`src/rtl/clk_div_pkg.sv`:
```
// -----------------------------------------------------------------------------
// clk_div_pkg
// Shared constants and helpers for the programmable clock divider.
//   CLK_DIV_MIN      smallest divisor the hardware will run with
//   clk_div_clamp    raises a requested divisor to CLK_DIV_MIN if it is below
//   clk_div_half_up  ceil(n/2), one bit wider than its input so n = all-ones
//                    cannot overflow
// The helpers work on 32-bit operands; callers cast their WIDTH-bit values in
// and out, so WIDTH up to 32 is supported.
// -----------------------------------------------------------------------------
package clk_div_pkg;

    localparam int unsigned CLK_DIV_MIN = 2;

    function automatic logic [31:0] clk_div_clamp(input logic [31:0] v);
        return (v < CLK_DIV_MIN) ? 32'(CLK_DIV_MIN) : v;
    endfunction

    function automatic logic [32:0] clk_div_half_up(input logic [31:0] n);
        return ({1'b0, n} + 33'd1) >> 1;
    endfunction

endpackage

```
`src/rtl/clk_div_prog_if.sv`:
```
// -----------------------------------------------------------------------------
// clk_div_prog_if
// Control/status bundle of the programmable clock divider.
//   en        count enable                        (master -> slave)
//   div_wr    one-cycle divisor write strobe      (master -> slave)
//   div_val   requested divisor                   (master -> slave)
//   clr       synchronous phase restart, only present when
//             CLK_DIV_SYNC_CLR_EN is defined      (master -> slave)
//   tick      one-cycle pulse per output period   (slave -> master)
//   clk_out   registered square wave              (slave -> master)
//   div_act   divisor currently in force          (slave -> master)
//   upd_pend  a written divisor awaits a boundary (slave -> master)
//   div_err   sticky "write was clamped" flag     (slave -> master)
// -----------------------------------------------------------------------------
interface clk_div_prog_if #(
    parameter int WIDTH = 16
) ();

    logic             en;
    logic             div_wr;
    logic [WIDTH-1:0] div_val;
`ifdef CLK_DIV_SYNC_CLR_EN
    logic             clr;
`endif
    logic             tick;
    logic             clk_out;
    logic [WIDTH-1:0] div_act;
    logic             upd_pend;
    logic             div_err;

    modport master (
`ifdef CLK_DIV_SYNC_CLR_EN
        output clr,
`endif
        output en, div_wr, div_val,
        input  tick, clk_out, div_act, upd_pend, div_err
    );

    modport slave (
`ifdef CLK_DIV_SYNC_CLR_EN
        input  clr,
`endif
        input  en, div_wr, div_val,
        output tick, clk_out, div_act, upd_pend, div_err
    );

endinterface

```
`src/rtl/clk_div_cnt.sv`:
```
// -----------------------------------------------------------------------------
// clk_div_cnt
// Phase counter and output decode of the programmable divider.
// The counter runs 0 .. n_act-1 while en is high and wraps to 0. tick and
// clk_out are decoded from the *next* counter value and the *next* divisor,
// so once registered they line up with the counter value they describe.
// Ports:
//   clk, rst_n  clock, asynchronous active-low reset
//   en          advance enable
//   restart     force the counter (and decode) back to phase 0
//   n_act       divisor in force this cycle
//   n_nxt       divisor that will be in force after this edge
//   wrap        this cycle ends a period (boundary taken on the next edge)
//   tick        period pulse, high while cnt == n_act-1 and en is high
//   clk_out     low for ceil(n_act/2) phases, high for the rest
// -----------------------------------------------------------------------------
module clk_div_cnt
    import clk_div_pkg::*;
#(
    parameter int WIDTH = 16
) (
    input  logic             clk,
    input  logic             rst_n,
    input  logic             en,
    input  logic             restart,
    input  logic [WIDTH-1:0] n_act,
    input  logic [WIDTH-1:0] n_nxt,
    output logic             wrap,
    output logic             tick,
    output logic             clk_out
);

    logic [WIDTH-1:0] cnt_q;
    logic [WIDTH-1:0] cnt_nxt;
    logic             last_q;
    logic             clk_out_q;

    // last_q is exactly (cnt_q == n_act-1) because it is registered from the
    // next counter and next divisor, so the boundary needs no subtractor on
    // the current-cycle path; qualifying with en makes stalls hold the pulse
    // off instead of stretching it.
    assign wrap = last_q & en;

    always_comb begin
        cnt_nxt = cnt_q;
        if (restart || wrap) begin
            cnt_nxt = '0;
        end else if (en) begin
            cnt_nxt = cnt_q + WIDTH'(1);
        end
    end

    always_ff @(posedge clk or negedge rst_n) begin
        if (!rst_n) begin
            cnt_q     <= '0;
            last_q    <= 1'b0;
            clk_out_q <= 1'b0;
        end else begin
            cnt_q     <= cnt_nxt;
            last_q    <= (cnt_nxt == n_nxt - WIDTH'(1));
            // Compare in WIDTH+1 bits: ceil(n/2) of an all-ones n needs it.
            clk_out_q <= (33'(cnt_nxt) >= clk_div_half_up(32'(n_nxt)));
        end
    end

    assign tick    = wrap;
    assign clk_out = clk_out_q;

endmodule

```
`src/rtl/clk_div_prog.sv`:
```
// -----------------------------------------------------------------------------
// clk_div_prog
// Runtime-programmable clock divider. Produces a one-cycle tick every N_act
// cycles of clk and a registered square wave clk_out of period N_act.
// A written divisor is held pending and only takes effect at a period
// boundary, so clk_out never glitches and no period is cut short.
// Ports:
//   clk    system clock
//   rst_n  asynchronous active-low reset; aborts the period and drops any
//          pending divisor
//   bus    clk_div_prog_if.slave: en, div_wr, div_val, [clr] in;
//          tick, clk_out, div_act, upd_pend, div_err out
// Parameters:
//   WIDTH        divisor / phase counter width (up to 32)
//   DEFAULT_DIV  divisor in force after reset (2 .. 2^WIDTH-1)
// Optional feature:
//   CLK_DIV_SYNC_CLR_EN  adds bus.clr, a synchronous phase restart that also
//                        applies any pending divisor immediately, regardless
//                        of en and ahead of the normal boundary rule.
// -----------------------------------------------------------------------------
module clk_div_prog
    import clk_div_pkg::*;
#(
    parameter int          WIDTH       = 16,
    parameter int unsigned DEFAULT_DIV = 4
) (
    input  logic          clk,
    input  logic          rst_n,
    clk_div_prog_if.slave bus
);

    logic [WIDTH-1:0] div_act_q;
    logic [WIDTH-1:0] pend_q;
    logic             upd_pend_q;
    logic             div_err_q;

    logic [WIDTH-1:0] wr_val;
    logic             wr_bad;
    logic [WIDTH-1:0] n_nxt;
    logic             wrap;
    logic             restart;
    logic             apply;
    logic             tick;
    logic             clk_out;

    assign wr_val = WIDTH'(clk_div_clamp(32'(bus.div_val)));
    assign wr_bad = bus.div_wr && (32'(bus.div_val) < CLK_DIV_MIN);

`ifdef CLK_DIV_SYNC_CLR_EN
    assign restart = bus.clr;
`else
    assign restart = 1'b0;
`endif

    // A divisor change is allowed only where a period starts afresh: at a
    // taken boundary or on a synchronous restart.
    assign apply = restart | wrap;

    // A write landing on the apply cycle bypasses the pending register, so it
    // is the last write and wins over an older pending value.
    always_comb begin
        n_nxt = div_act_q;
        if (apply) begin
            if (bus.div_wr) begin
                n_nxt = wr_val;
            end else if (upd_pend_q) begin
                n_nxt = pend_q;
            end
        end
    end

    always_ff @(posedge clk or negedge rst_n) begin
        if (!rst_n) begin
            div_act_q  <= WIDTH'(DEFAULT_DIV);
            pend_q     <= '0;
            upd_pend_q <= 1'b0;
            div_err_q  <= 1'b0;
        end else begin
            div_act_q <= n_nxt;
            if (apply) begin
                upd_pend_q <= 1'b0;
            end else if (bus.div_wr) begin
                pend_q     <= wr_val;
                upd_pend_q <= 1'b1;
            end
            if (wr_bad) begin
                div_err_q <= 1'b1;
            end
        end
    end

    clk_div_cnt #(
        .WIDTH (WIDTH)
    ) u_cnt (
        .clk     (clk),
        .rst_n   (rst_n),
        .en      (bus.en),
        .restart (restart),
        .n_act   (div_act_q),
        .n_nxt   (n_nxt),
        .wrap    (wrap),
        .tick    (tick),
        .clk_out (clk_out)
    );

    assign bus.tick     = tick;
    assign bus.clk_out  = clk_out;
    assign bus.div_act  = div_act_q;
    assign bus.upd_pend = upd_pend_q;
    assign bus.div_err  = div_err_q;

endmodule

```
`src/flat_wrapper.sv`:
```
// flat-port wrapper written by rule: the top's interface ports become plain ports
module clk_div_prog_flat import clk_div_pkg::*;
#(
    parameter int          WIDTH       = 16,
    parameter int unsigned DEFAULT_DIV = 4
)
  (clk, rst_n, bus_en, bus_div_wr, bus_div_val, bus_tick, bus_clk_out, bus_div_act, bus_upd_pend, bus_div_err);
  clk_div_prog_if #(.WIDTH(WIDTH)) bus_i ();
  input  logic clk;
  input  logic rst_n;
  input wire logic [$bits(bus_i.en)-1:0] bus_en;
  input wire logic [$bits(bus_i.div_wr)-1:0] bus_div_wr;
  input wire logic [$bits(bus_i.div_val)-1:0] bus_div_val;
  output wire logic [$bits(bus_i.tick)-1:0] bus_tick;
  output wire logic [$bits(bus_i.clk_out)-1:0] bus_clk_out;
  output wire logic [$bits(bus_i.div_act)-1:0] bus_div_act;
  output wire logic [$bits(bus_i.upd_pend)-1:0] bus_upd_pend;
  output wire logic [$bits(bus_i.div_err)-1:0] bus_div_err;
  assign bus_i.en = bus_en;
  assign bus_i.div_wr = bus_div_wr;
  assign bus_i.div_val = bus_div_val;
  assign bus_tick = bus_i.tick;
  assign bus_clk_out = bus_i.clk_out;
  assign bus_div_act = bus_i.div_act;
  assign bus_upd_pend = bus_i.upd_pend;
  assign bus_div_err = bus_i.div_err;
  clk_div_prog #(.WIDTH(WIDTH), .DEFAULT_DIV(DEFAULT_DIV)) u_core (.clk(clk), .rst_n(rst_n), .bus(bus_i));
endmodule
```
`config.mk`:
```
export PLATFORM = sky130hd
export DESIGN_NAME = clk_div_prog_flat
export DESIGN_NICKNAME = d
export VERILOG_FILES = /design/src/rtl/clk_div_pkg.sv /design/src/rtl/clk_div_prog_if.sv /design/src/rtl/clk_div_cnt.sv /design/src/rtl/clk_div_prog.sv /design/src/flat_wrapper.sv
export SDC_FILE = /design/constraint.sdc
export NUM_CORES = 1
export LEC_CHECK = 0
export ABC_AREA = 1
export CORE_MARGIN = 5
export CORE_UTILIZATION = 35
export CTS_BUF_LIST = sky130_fd_sc_hd__clkbuf_2 sky130_fd_sc_hd__clkbuf_4 sky130_fd_sc_hd__clkbuf_8
export CTS_CLUSTER_DIAMETER = 150
export DETAILED_ROUTE_END_ITERATION = 16
export PLACE_DENSITY = 0.64
export SLEW_MARGIN = 20
export SYNTH_ARGS = -nofsm -noshare
export SYNTH_HDL_FRONTEND = slang
export SYNTH_SLANG_ARGS = --single-unit
```
`constraint.sdc`:
```
create_clock -name clk -period 7.5 [get_ports clk]
set_input_delay 1.5 -clock clk [delete_from_list [all_inputs] [get_ports clk]]
set_output_delay 1.5 -clock clk [all_outputs]
set_load 0.05 [all_outputs]
```
### After elaboration in Yosys (flattened, before gate mapping)

Index checks and enable logic that the tools add are counted.

| storage, ports and cells | value |
|---|---|
| ROM bits | 0 |
| memories kept | 0 |
| register bits after elaboration | 52 |
| memory bits (writable) | 0 |
| latch bits | 0 |
| input port bits | 20 |

| operators by class | value |
|---|---|
| bitwise gates (word level) | 2 |
| equal/unequal tests | 1 |
| shifts and indexed selects | 0 |
| multiplexer cells | 8 |
| multipliers | 0 |
| add/sub/neg operators | 3 |
| divide/modulo/power cells | 0 |
| order comparisons | 2 |
| reduce and logical (&&, ||, !) cells | 3 |

Operator list:

| cell | count |
|---|---|
| $mux W16 | 6 |
| $add A16 B1 Y17 const B | 1 |
| $add A16 B1 Y16 const B | 1 |
| $eq A16 B16 Y1 | 1 |
| $ge A16 B16 Y1 | 1 |
| $lt A16 B2 Y1 const B | 1 |
| $sub A16 B1 Y16 const B | 1 |
| $mux W1 | 2 |
| $reduce_and A2 Y1 | 1 |
| $reduce_bool A2 Y1 | 1 |
| $and A1 B1 Y1 | 1 |
| $logic_and A1 B1 Y1 | 1 |
| $not A1 Y1 | 1 |

### Logic depth before layout (Yosys ltp)

Gate-level depths: netlist (run 1).

| depth | value |
|---|---|
| word-level depth | 6 |
| gate-level depth with buffers | 25 |
| depth with buffers taken out | 25 |

### Hierarchy

A second synthesis (run 1) with hierarchy kept.

| unflattened totals | value |
|---|---|
| cells, all modules | 567 |
| area, all modules | 4055.1 µm² |

Modules (own cells, without submodules):

| module | cells each | area an instance (µm²) | instances |
|---|---|---|---|
| clk_div_cnt | 392 | 2379.8 | 1 |
| clk_div_prog | 175 | 1675.4 | 1 |

### Worst setup path after synthesis (run 1)

OpenSTA, ideal clock, no wires.

| timing | value |
|---|---|
| path kind | input -> register |
| start | in bus_en |
| end | reg u_core.u_cnt.clk_out_q, in the netlist u_core.u_cnt.clk_out |
| buffers on the path | 2 |
| data arrival time | 4.018 ns |
| stages on the path | 19 |
| path slack | 3.359 ns |
| cell sequence | buf_6 -> nand2_4 -> a21oi_4 -> buf_4 -> nor2_1 -> a21oi_4 -> ha_1 -> nand2_1 -> inv_1 -> nand3_1 -> nor3_2 -> nand3_2 -> nor3_2 -> xor2_1 -> ha_1 -> a21oi_1 -> nor2_1 -> a211oi_1 -> nand2_1 |

| between the ends | value |
|---|---|
| word-level cells in the longest chain between the ends | 4 |
| elaborated cells between the ends (all ways) | 6 |
| classes of those cells | 1 x add/sub; 1 x order compare; 3 x mux; 1 x bitwise |

Ends and longest elaborated chain:

| item | RTL line | RTL |
|---|---|---|
| from (decl) | flat_wrapper.sv:11 | `input wire logic [$bits(bus_i.en)-1:0] bus_en;` |
| $and A1 B1 Y1 | clk_div_cnt.sv:42 | `assign wrap = last_q & en;` |
| $mux W16 | clk_div_prog.sv:63 | `if (apply) begin` |
| via u_core.n_nxt[1] | clk_div_prog.sv:39 | `logic [WIDTH-1:0] n_nxt;` |
| $add A16 B1 Y17 | clk_div_pkg.sv:20 | `return ({1'b0, n} + 33'd1) >> 1;` |
| $ge A16 B16 Y1 | clk_div_cnt.sv:62 | `clk_out_q <= (33'(cnt_nxt) >= clk_div_half_up(32'(n_nxt)));` |
| to (signal assigned) | clk_div_cnt.sv:62 |  |
| to (decl) | clk_div_cnt.sv:36 | `logic clk_out_q;` |

The timed path passes the listed nets, and every way through them passes these cells.
A chain may end at the register's enable or synchronous reset.

### Worst setup path in the final report (run 1)

| timing | value |
|---|---|
| start | in bus_en |
| end | out bus_tick |

| between the ends | value |
|---|---|
| word-level cells in the longest chain between the ends | 1 |

Ends and longest elaborated chain:

| item | RTL line | RTL |
|---|---|---|
| $and A1 B1 Y1 | clk_div_cnt.sv:42 |  |
| to (decl) | flat_wrapper.sv:14 | `output wire logic [$bits(bus_i.tick)-1:0] bus_tick;` |

No other way between the ends.

==> results.toml, run 1 <==
[layout]
drive_above_1_share_pct = 7.216
nNetsFinal = 620
seq_area_sq_um = 1303
n_antenna_cell = 0
area_growth_pct = 15.45
multi_input_area_sq_um = 2138
num-fill-cells = 1164

[synth]
ys_warn_count = 0
synth_commonest_cells = "166 x nand2_1, 73 x inv_1, 55 x nor2_1"
synth_largest_area_cell = "dfrtp_1"
synthCells = 543
syn_area_sq_um = 3814
syn-num-nets = 582
ys_seq_area_share_pct = 34.15
synthFlopType = "dfrtp_1"
synth.avg_cell_area_sq_um = 7.023
ys_top_cells_by_area = "dfrtp_1 33%, nand2_1 16%, inv_1 7.2%"
yosysMostFrequentCell = "nand2_1"
ys_ff_latch = 52
synth_edf_count = 0
synth_top_area_share_pct = 33.46
synthArstFlopShare_pct = 100.0
yosysUniqueCellTypes = 37

[critical_path]
cp-startpoint = "bus_en"
r2r_setup_slack_ps = 3980
crit_path_end = "bus_tick"
end_kind = "output pin"
r2r_end = "u_core.u_cnt.clk_out"
r2r_cells = 21
crit_arrival_ps = 3790
cp-start-kind = "input port"
crit_type = "in -> out"
critPathMaxFanout = 27
regToRegStartpoint = "u_core.u_cnt.last_q"
critPathRequiredTime_ps = 6000

[power]
fin_total_pwr_uw = 725.5
combPwrFrac_pct = 30.8
power_frac_seq_pct = 45.8
netSwitchingFraction_pct = 35.87
p_int_uw = 465.3
max-vdd-ir-drop_uv = 82.12
p_leak_nw = 2.205
p_per_area_nw_per_um2 = 164.8
clkPwrFrac_pct = 23.3
power.net_switching_uw = 260.2

[timing]
post-route-period-util_pct = 70.56
finalMaxSlewViolations = 0
finalSetupViolations = 0
timing.fmax_mhz = 189.0
worst_pin_slew_ps = 657.7
period_needed_ps = 5292
relSlewSlack_pct = 55.69
rsz0062_at_grt = "no"
clock_skew_ps = 12.95
fin_setup_tns_ps = 0
hold_viol = 0

[clocking]
clkTransAtPathRegs_ps = 110
cts_buffer_depth = 2
cts_tree = "built"
clk_latency_ps = 310
cts_root_buffer = "clkbuf_8"
htreeDepth = 2
cts.sinks = 52
post-cts-setup-buffers = 0
cts_resized = 0
numCtsBuffers = 5
cts_hold_buf = 0

[drt]
drt_first_pass_iters = 4
routedWlPerCell_microns = 13.83
drcViolationCount = 0
ant_nets = 0
via_per_inst = 4.820
wl_mm = 9.983
dr_total_vias = 3480
drtIter0Drc = 272

[global_routing]
grt_pass1_wl_mm = 16.42
grt_max_degree = 53
grtUsageTotal_pct = 15.49
grt_pass1_vias = 3353
antenna_found_initial = 0
grt-ovfl-total = 0

[placement]
place_congestion = 0.9439
numPortBuffers = 39
hpwl_mm = 7.851

[floorplanning]
die_x_microns = 114.4
core-area_sq_um = 10750
io_pins = 40
die-area_sq_um = 13080
start_util_pct = 35.49
die_height_microns = 114.4
placementRows = 38

[run]
drv_cap = 0

[outcome]
outcome = "completed"

[min_path]
hold_path.class = "reg -> reg"
worstHoldStart = "u_core.pend_q[9]"
==> power by group through the flow <==
stage          clock network, mW  registers, mW  logic, mW
6_report                   0.169          0.333      0.224
5_1_grt                    0.187          0.336      0.261
4_1_cts                    0.174          0.332      0.226
3_5_place_dp                   0          0.338      0.224
3_3_place_gp                   0          0.336      0.219
2_1_floorplan                  0          0.336      0.161
==> cell families after synthesis <==
kind of cell / count (synthesis) / share of synthesized area [%]
and+or+nand+nor: 301 / 33.89
AOI/OAI and AO/OA: 59 / 10.30
buffers and inverters: 89 / 9.776
xor gates and xnor gates: 23 / 5.643
DFF: 52 / 34.15
adders and majority gates: 19 / 6.234
==> registers in the layout, summed over array words and instances, names as in the netlist <==
name                  cells
u_core.bus.div_act       16
u_core.pend_q            16
u_core.u_cnt.cnt_q       16
u_core.bus.div_err        1
u_core.bus.upd_pend       1
u_core.u_cnt.clk_out      1
u_core.u_cnt.last_q       1
==> worst min-delay path by stage <==
| stage | end | slack, ps | cells past startpoint |
|---|---|---|---|
| 2_1_floorplan | u_core.pend_q[10] | 440 | 2 |
| 3_5_place_dp | u_core.pend_q[6] | 470 | 2 |
| 4_1_cts | u_core.pend_q[3] | 490 | 2 |
| 6_report | u_core.pend_q[9] | 490 | 2 |
| 5_1_grt | u_core.pend_q[12] | 520 | 2 |
| 3_3_place_gp | u_core.pend_q[3] | 460 | 2 |
==> metal layers <==
metal  GRT usage, %  vias to the layer above  wire length, microns  share of wire (%)
met5              0                        -                     0                  0
met4          2.771                        0                    57               0.57
li1               -                     1808                     -                  -
met1          22.49                     1610                  5074                 51
met3          2.537                        4                   384                3.8
met2          24.52                       58                  4467                 45
==> layout by cell type, fill, tap and decap left out, drive strengths merged <==
cell,netlist,layout
nand3,46,46
buf,7,3
o21a,5,5
a211oi,1,1
o22ai,14,14
dfstp,1,1
a21oi,12,12
inv,79,80
o21bai,2,2
clkinvlp,0,1
dfrtp,51,51
or2,3,3
nand3b,1,1
clkdlybuf4s50,0,38
a21o,1,1
clkbuf,3,5
a31oi,2,2
nor3,17,17
ha,19,19
o21ai,21,21
nor2,56,56
xor2,20,20
xnor3,1,1
clkinv,0,1
a21boi,1,1
nand4,9,9
xnor2,2,2
nand2,169,169
==> worst max-delay path, cell delays in order <==
cell	delay, ps
clkdlybuf4s50_1	690
nand2_4	220
inv_2	460
clkdlybuf4s50_1	910
==> layout make-up <==
class | count | share of cell area [%]
Clock inverter | 3 | 0.4831
Tap cell | 140 | 3.978
Multi-Input combinational cell | 402 | 48.56
Clock buffer | 5 | 1.563
Timing Repair Buffer | 41 | 9.093
Inverter | 79 | 6.735
Sequential cell | 52 | 29.58
==> metrics by stage <==
stage	std cells	hold WS [ps]	utilization, %	setup slack (ps)	instance area [sq um]
final	722	488.9	40.98	2208	4403
after global routing	722	517.7	40.98	2055	4403
after CTS	722	490.2	40.98	2212	4403
after detailed placement	714	466.2	40.14	2071	4313
after global placement	714	455.2	40.14	2206	4313
after floorplan	543	442.9	-	3359	3814
Power figures use the tool's default switching activity.
==> inputs of run 2 (changes only) <==
Settings changed: PLACE_DENSITY 0.64 to 0.66.
Clock period 7.5 ns to 4.8 ns, I/O delays scaled along.
==> results.toml, run 2 (synthesis gave the netlist of run 1 again) <==
[power]
power.net_switching_uw = 399.5
fin_total_pwr_mw = 1.193
power_frac_seq_pct = 43.5
max-vdd-ir-drop_uv = 116.4
clkPwrFrac_pct = 27.1
p_leak_nw = 2.233
combPwrFrac_pct = 29.4
p_per_area_nw_per_um2 = 267.9
netSwitchingFraction_pct = 33.49
p_int_uw = 793.3

[timing]
finalMaxSlewViolations = 0
period_needed_ps = 4132
fin_setup_tns_ps = 0
worst_pin_slew_ps = 678.3
rsz0062_at_grt = "no"
timing.fmax_mhz = 242.0
clock_skew_ps = 5.565
fin_ws_ps = 668.3
post-route-period-util_pct = 86.08
finalSetupViolations = 0
hold_viol = 0
relSlewSlack_pct = 54.73

[critical_path]
crit_top_cell = "nand2_1"
critPathMaxFanout = 5
crit_path_max_incr_delay_ps = 440
cpMaxStageDelayCell = "clkdlybuf4s50_1"
crit_arrival_ps = 4330
critPathRequiredTime_ps = 5000
crit_type = "in -> reg"
cp-start-kind = "input port"
end_kind = "flop"
crit_chain = "clkdlybuf4s50_1 > nor2_1 > nand2_1 > nor2_1 > nand2_1 > nand3_1 > nand2_1 > a21oi_4 > ha_1 > nand2_1 > inv_1 > nand3_1 > nor3_2 > nand3_2 > nor3_2 > xor2_1 > ha_1 > a21oi_1 > nor2_1 > a211oi_1 > nand2_1"

[global_routing]
grt_pass1_wl_mm = 16.28
grt_max_degree = 53
grtUsageTotal_pct = 15.11
grt-ovfl-total = 0
antenna_found_initial = 0
grt_pass1_vias = 3373

[floorplanning]
die_height_microns = 114.4
start_util_pct = 35.49
io_pins = 40
die_x_microns = 114.4
die-area_sq_um = 13080
placementRows = 38
core-area_sq_um = 10750

[drt]
wl_mm = 9.698
routedWlPerCell_microns = 13.40
dr_total_vias = 3538
ant_nets = 0
drt_first_pass_iters = 5
drcViolationCount = 0
drtIter0Drc = 270
via_per_inst = 4.887

[layout]
final_cell_mix = "166 x nand2_1, 73 x inv_1, 54 x nor2_1"
area_growth_pct = 16.73
nNetsFinal = 622
n_antenna_cell = 0
final_common_cell = "nand2_1"
drive_above_1_share_pct = 7.705

[placement]
place_ws_ps = 370.8
hpwl_mm = 7.694
place_congestion = 0.9021
numPortBuffers = 39

[clocking]
clk_latency_ps = 310
cts.sinks = 52
cts_resized = 0
cts_hold_buf = 0
htreeDepth = 2
numCtsBuffers = 5
clkTransAtPathRegs_ps = 100
cts_tree = "built"
post-cts-setup-buffers = 0
cts_buffer_depth = 2
cts_root_buffer = "clkbuf_8"

[min_path]
hold_path.class = "reg -> reg"

[run]
drv_cap = 0

[outcome]
outcome = "completed"
==> run 2: per-stage QoR <==
| step | std cells | hold WS (ps) | area [sq um] | utilization, % |
|---|---|---|---|---|
| final | 724 | 483.9 | 4452 | 41.43 |
| after global routing | 724 | 499.2 | 4452 | 41.43 |
| after global placement | 716 | 454.0 | 4328 | 40.28 |
| after floorplan | 543 | 442.9 | 3814 | - |
| after CTS | 724 | 484.5 | 4449 | 41.41 |
| after detailed placement | 716 | 460.3 | 4328 | 40.28 |
==> run 2: metal layers <==
layer | up-vias | global-route usage, % | wire length, microns
met3 | 6 | 2.748 | 554
met4 | 0 | 2.613 | 55
met5 | - | 0 | 0
li1 | 1816 | - | -
met2 | 101 | 25.03 | 4399
met1 | 1615 | 20.88 | 4688
==> run 2: final cells by class <==
type                       instances  area [sq um]
tap                              140         175.2
fill                            1110          6294
multi-input combinational        402          2141
sequential                        52          1303
clock buffer                       6         82.58
clock inverter                     2         38.79
timing repair buffer              43         415.4
inverter                          79         296.5
==> run 2: power groups by stage <==
stage / Clock, mW / Sequential, mW / Combinational [mW]
2_1_floorplan: 0 / 0.525 / 0.251
6_report: 0.323 / 0.519 / 0.351
3_3_place_gp: 0 / 0.525 / 0.339
3_5_place_dp: 0 / 0.527 / 0.351
5_1_grt: 0.355 / 0.524 / 0.405
4_1_cts: 0.337 / 0.518 / 0.353
==> run 2: final timing paths <==
kind / startpoint / endpoint / slack [ps] / cells after the start
max: bus_div_val[13] / u_core.u_cnt.clk_out / 670 / 21
min: u_core.pend_q[8] / u_core.pend_q[8] / 480 / 2
max reg2reg: u_core.u_cnt.last_q / u_core.u_cnt.clk_out / 1520 / 18
min reg2reg: u_core.pend_q[8] / u_core.pend_q[8] / 480 / 2
max in group asynchronous: rst_n / u_core.pend_q[10] / 3620 / 2
min in group asynchronous: rst_n / u_core.pend_q[1] / 760 / 2
==> run 2: critical path: cells and delay by family <==
family | cells | cell delay (ps)
and+or+nand+nor | 13 | 1680
AOI/OAI and AO/OA | 3 | 530
buffers and inverters | 2 | 510
adders and majority gates | 2 | 480
xor gates and xnor gates | 1 | 180
==> inputs of run 3 (changes only) <==
Settings changed: CORE_UTILIZATION 35 to 54, PLACE_DENSITY 0.66 to 0.9.
==> results.toml, run 3 (synthesis gave the netlist of run 1 again) <==
[layout]
fin_area_sq_um = 4363
num-fill-cells = 628
drive_above_1_share_pct = 7.547
final_common_cell = "nand2_1"
final_cell_mix = "166 x nand2_1, 73 x inv_1, 54 x nor2_1"
n_antenna_cell = 0
final_util_pct = 63.86
nNetsFinal = 621
area_growth_pct = 14.40
fin_cells = 679

[timing]
rsz0062_at_grt = "no"
period_needed_ps = 4122
hold_slack_ps = 485.4
finalMaxSlewViolations = 0
post-route-period-util_pct = 85.87
hold_viol = 0
finalSetupViolations = 0
clock_skew_ps = 9.902
relSlewSlack_pct = 54.70
worst_pin_slew_ps = 672.5
timing.fmax_mhz = 242.6
fin_ws_ps = 678.4
fin_setup_tns_ps = 0

[drt]
ant_nets = 0
drt_first_pass_iters = 6
wl_mm = 9.484
via_per_inst = 5.487
dr_total_vias = 3726
drtIter0Drc = 354
drcViolationCount = 0
routedWlPerCell_microns = 13.97

[placement]
place_ws_ps = 390.4
place_area_sq_um = 4268
dp_cells = 671
place_congestion = 0.9570
numPortBuffers = 39
hpwl_mm = 7.470

[critical_path]
r2r_cells = 18
cp-startpoint = "bus_div_val[13]"
crit_type = "in -> reg"
cp-start-kind = "input port"
regToRegStartpoint = "u_core.u_cnt.last_q"
end_kind = "flop"
critPathRequiredTime_ps = 5000
crit_arrival_ps = 4320
critPathMaxFanout = 5

[clocking]
cts_tree = "built"
cts.sinks = 52
htreeDepth = 2
post-cts-setup-buffers = 0
cts_hold_buf = 0
clkTransAtPathRegs_ps = 100
clk_latency_ps = 320
numCtsBuffers = 5
cts_buffer_depth = 2
cts_resized = 0
cts_root_buffer = "clkbuf_8"

[power]
p_leak_nw = 2.212
fin_total_pwr_mw = 1.141
max-vdd-ir-drop_uv = 153.8
p_per_area_nw_per_um2 = 261.5

[run]
drv_cap = 0

[outcome]
outcome = "completed"

[floorplanning]
io_pins = 40
start_util_pct = 55.82
die_height_microns = 94.04
core-area_sq_um = 6832
die_x_microns = 94.04
die-area_sq_um = 8843
placementRows = 30

[global_routing]
grt_pass1_vias = 3584
grt_max_degree = 53
grt_pass1_wl_mm = 16.15
grtUsageTotal_pct = 22.78
grt-ovfl-total = 0
antenna_found_initial = 0

[min_path]
hold_path.class = "reg -> reg"
worstHoldPathCells = 2
worstHoldStart = "u_core.pend_q[4]"
## run 3: layout make-up
class                           count  area, sq um  area share [%]
Clock buffer                        6        76.32           1.749
Clock inverter                      2        16.27          0.3728
Inverter                           79        296.5           6.797
Multi-Input combinational cell    402         2141           49.07
Sequential cell                    52         1303           29.85
Tap cell                           96        120.1           2.753
Timing Repair Buffer               42        410.4           9.406
## run 3: worst paths after layout
| path | to | slack [ps] |
|---|---|---|
| worst max-delay path | u_core.u_cnt.clk_out | 680 |
| worst min-delay path | u_core.pend_q[4] | 490 |
| worst max register to register | u_core.u_cnt.clk_out | 1530 |
| worst min register to register | u_core.pend_q[4] | 490 |
| max in group asynchronous | u_core.u_cnt.cnt_q[7] | 3700 |
| min in group asynchronous | u_core.pend_q[1] | 640 |
## run 3: layer usage
metal,part of all wire [%],wire [microns],GRT usage [%]
met1,44,4200,28.90
met2,47,4443,38.85
met3,6.3,601,3.526
met4,2.5,239,8.664
met5,0,0,0
## run 3: critical path, cell delays in order
cell	delay, ps
clkdlybuf4s50_1	450
nor2_1	140
nand2_1	60
nor2_1	160
nand2_1	150
nand3_1	100
nand2_1	110
a21oi_4	190
ha_1	210
nand2_1	80
inv_1	70
nand3_1	150
nor3_2	240
nand3_2	140
nor3_2	170
xor2_1	180
ha_1	270
a21oi_1	160
nor2_1	60
a211oi_1	170
nand2_1	90
## run 3: where the power goes
| part | leakage (nW) | switching [mW] | internal, mW |
|---|---|---|---|
| Clock | 0.0448 | 0.155 | 0.110 |
| Combinational | 1.54 | 0.218 | 0.138 |
| Sequential | 0.632 | 0.0354 | 0.485 |
| Total | 2.21 | 0.408 | 0.732 |
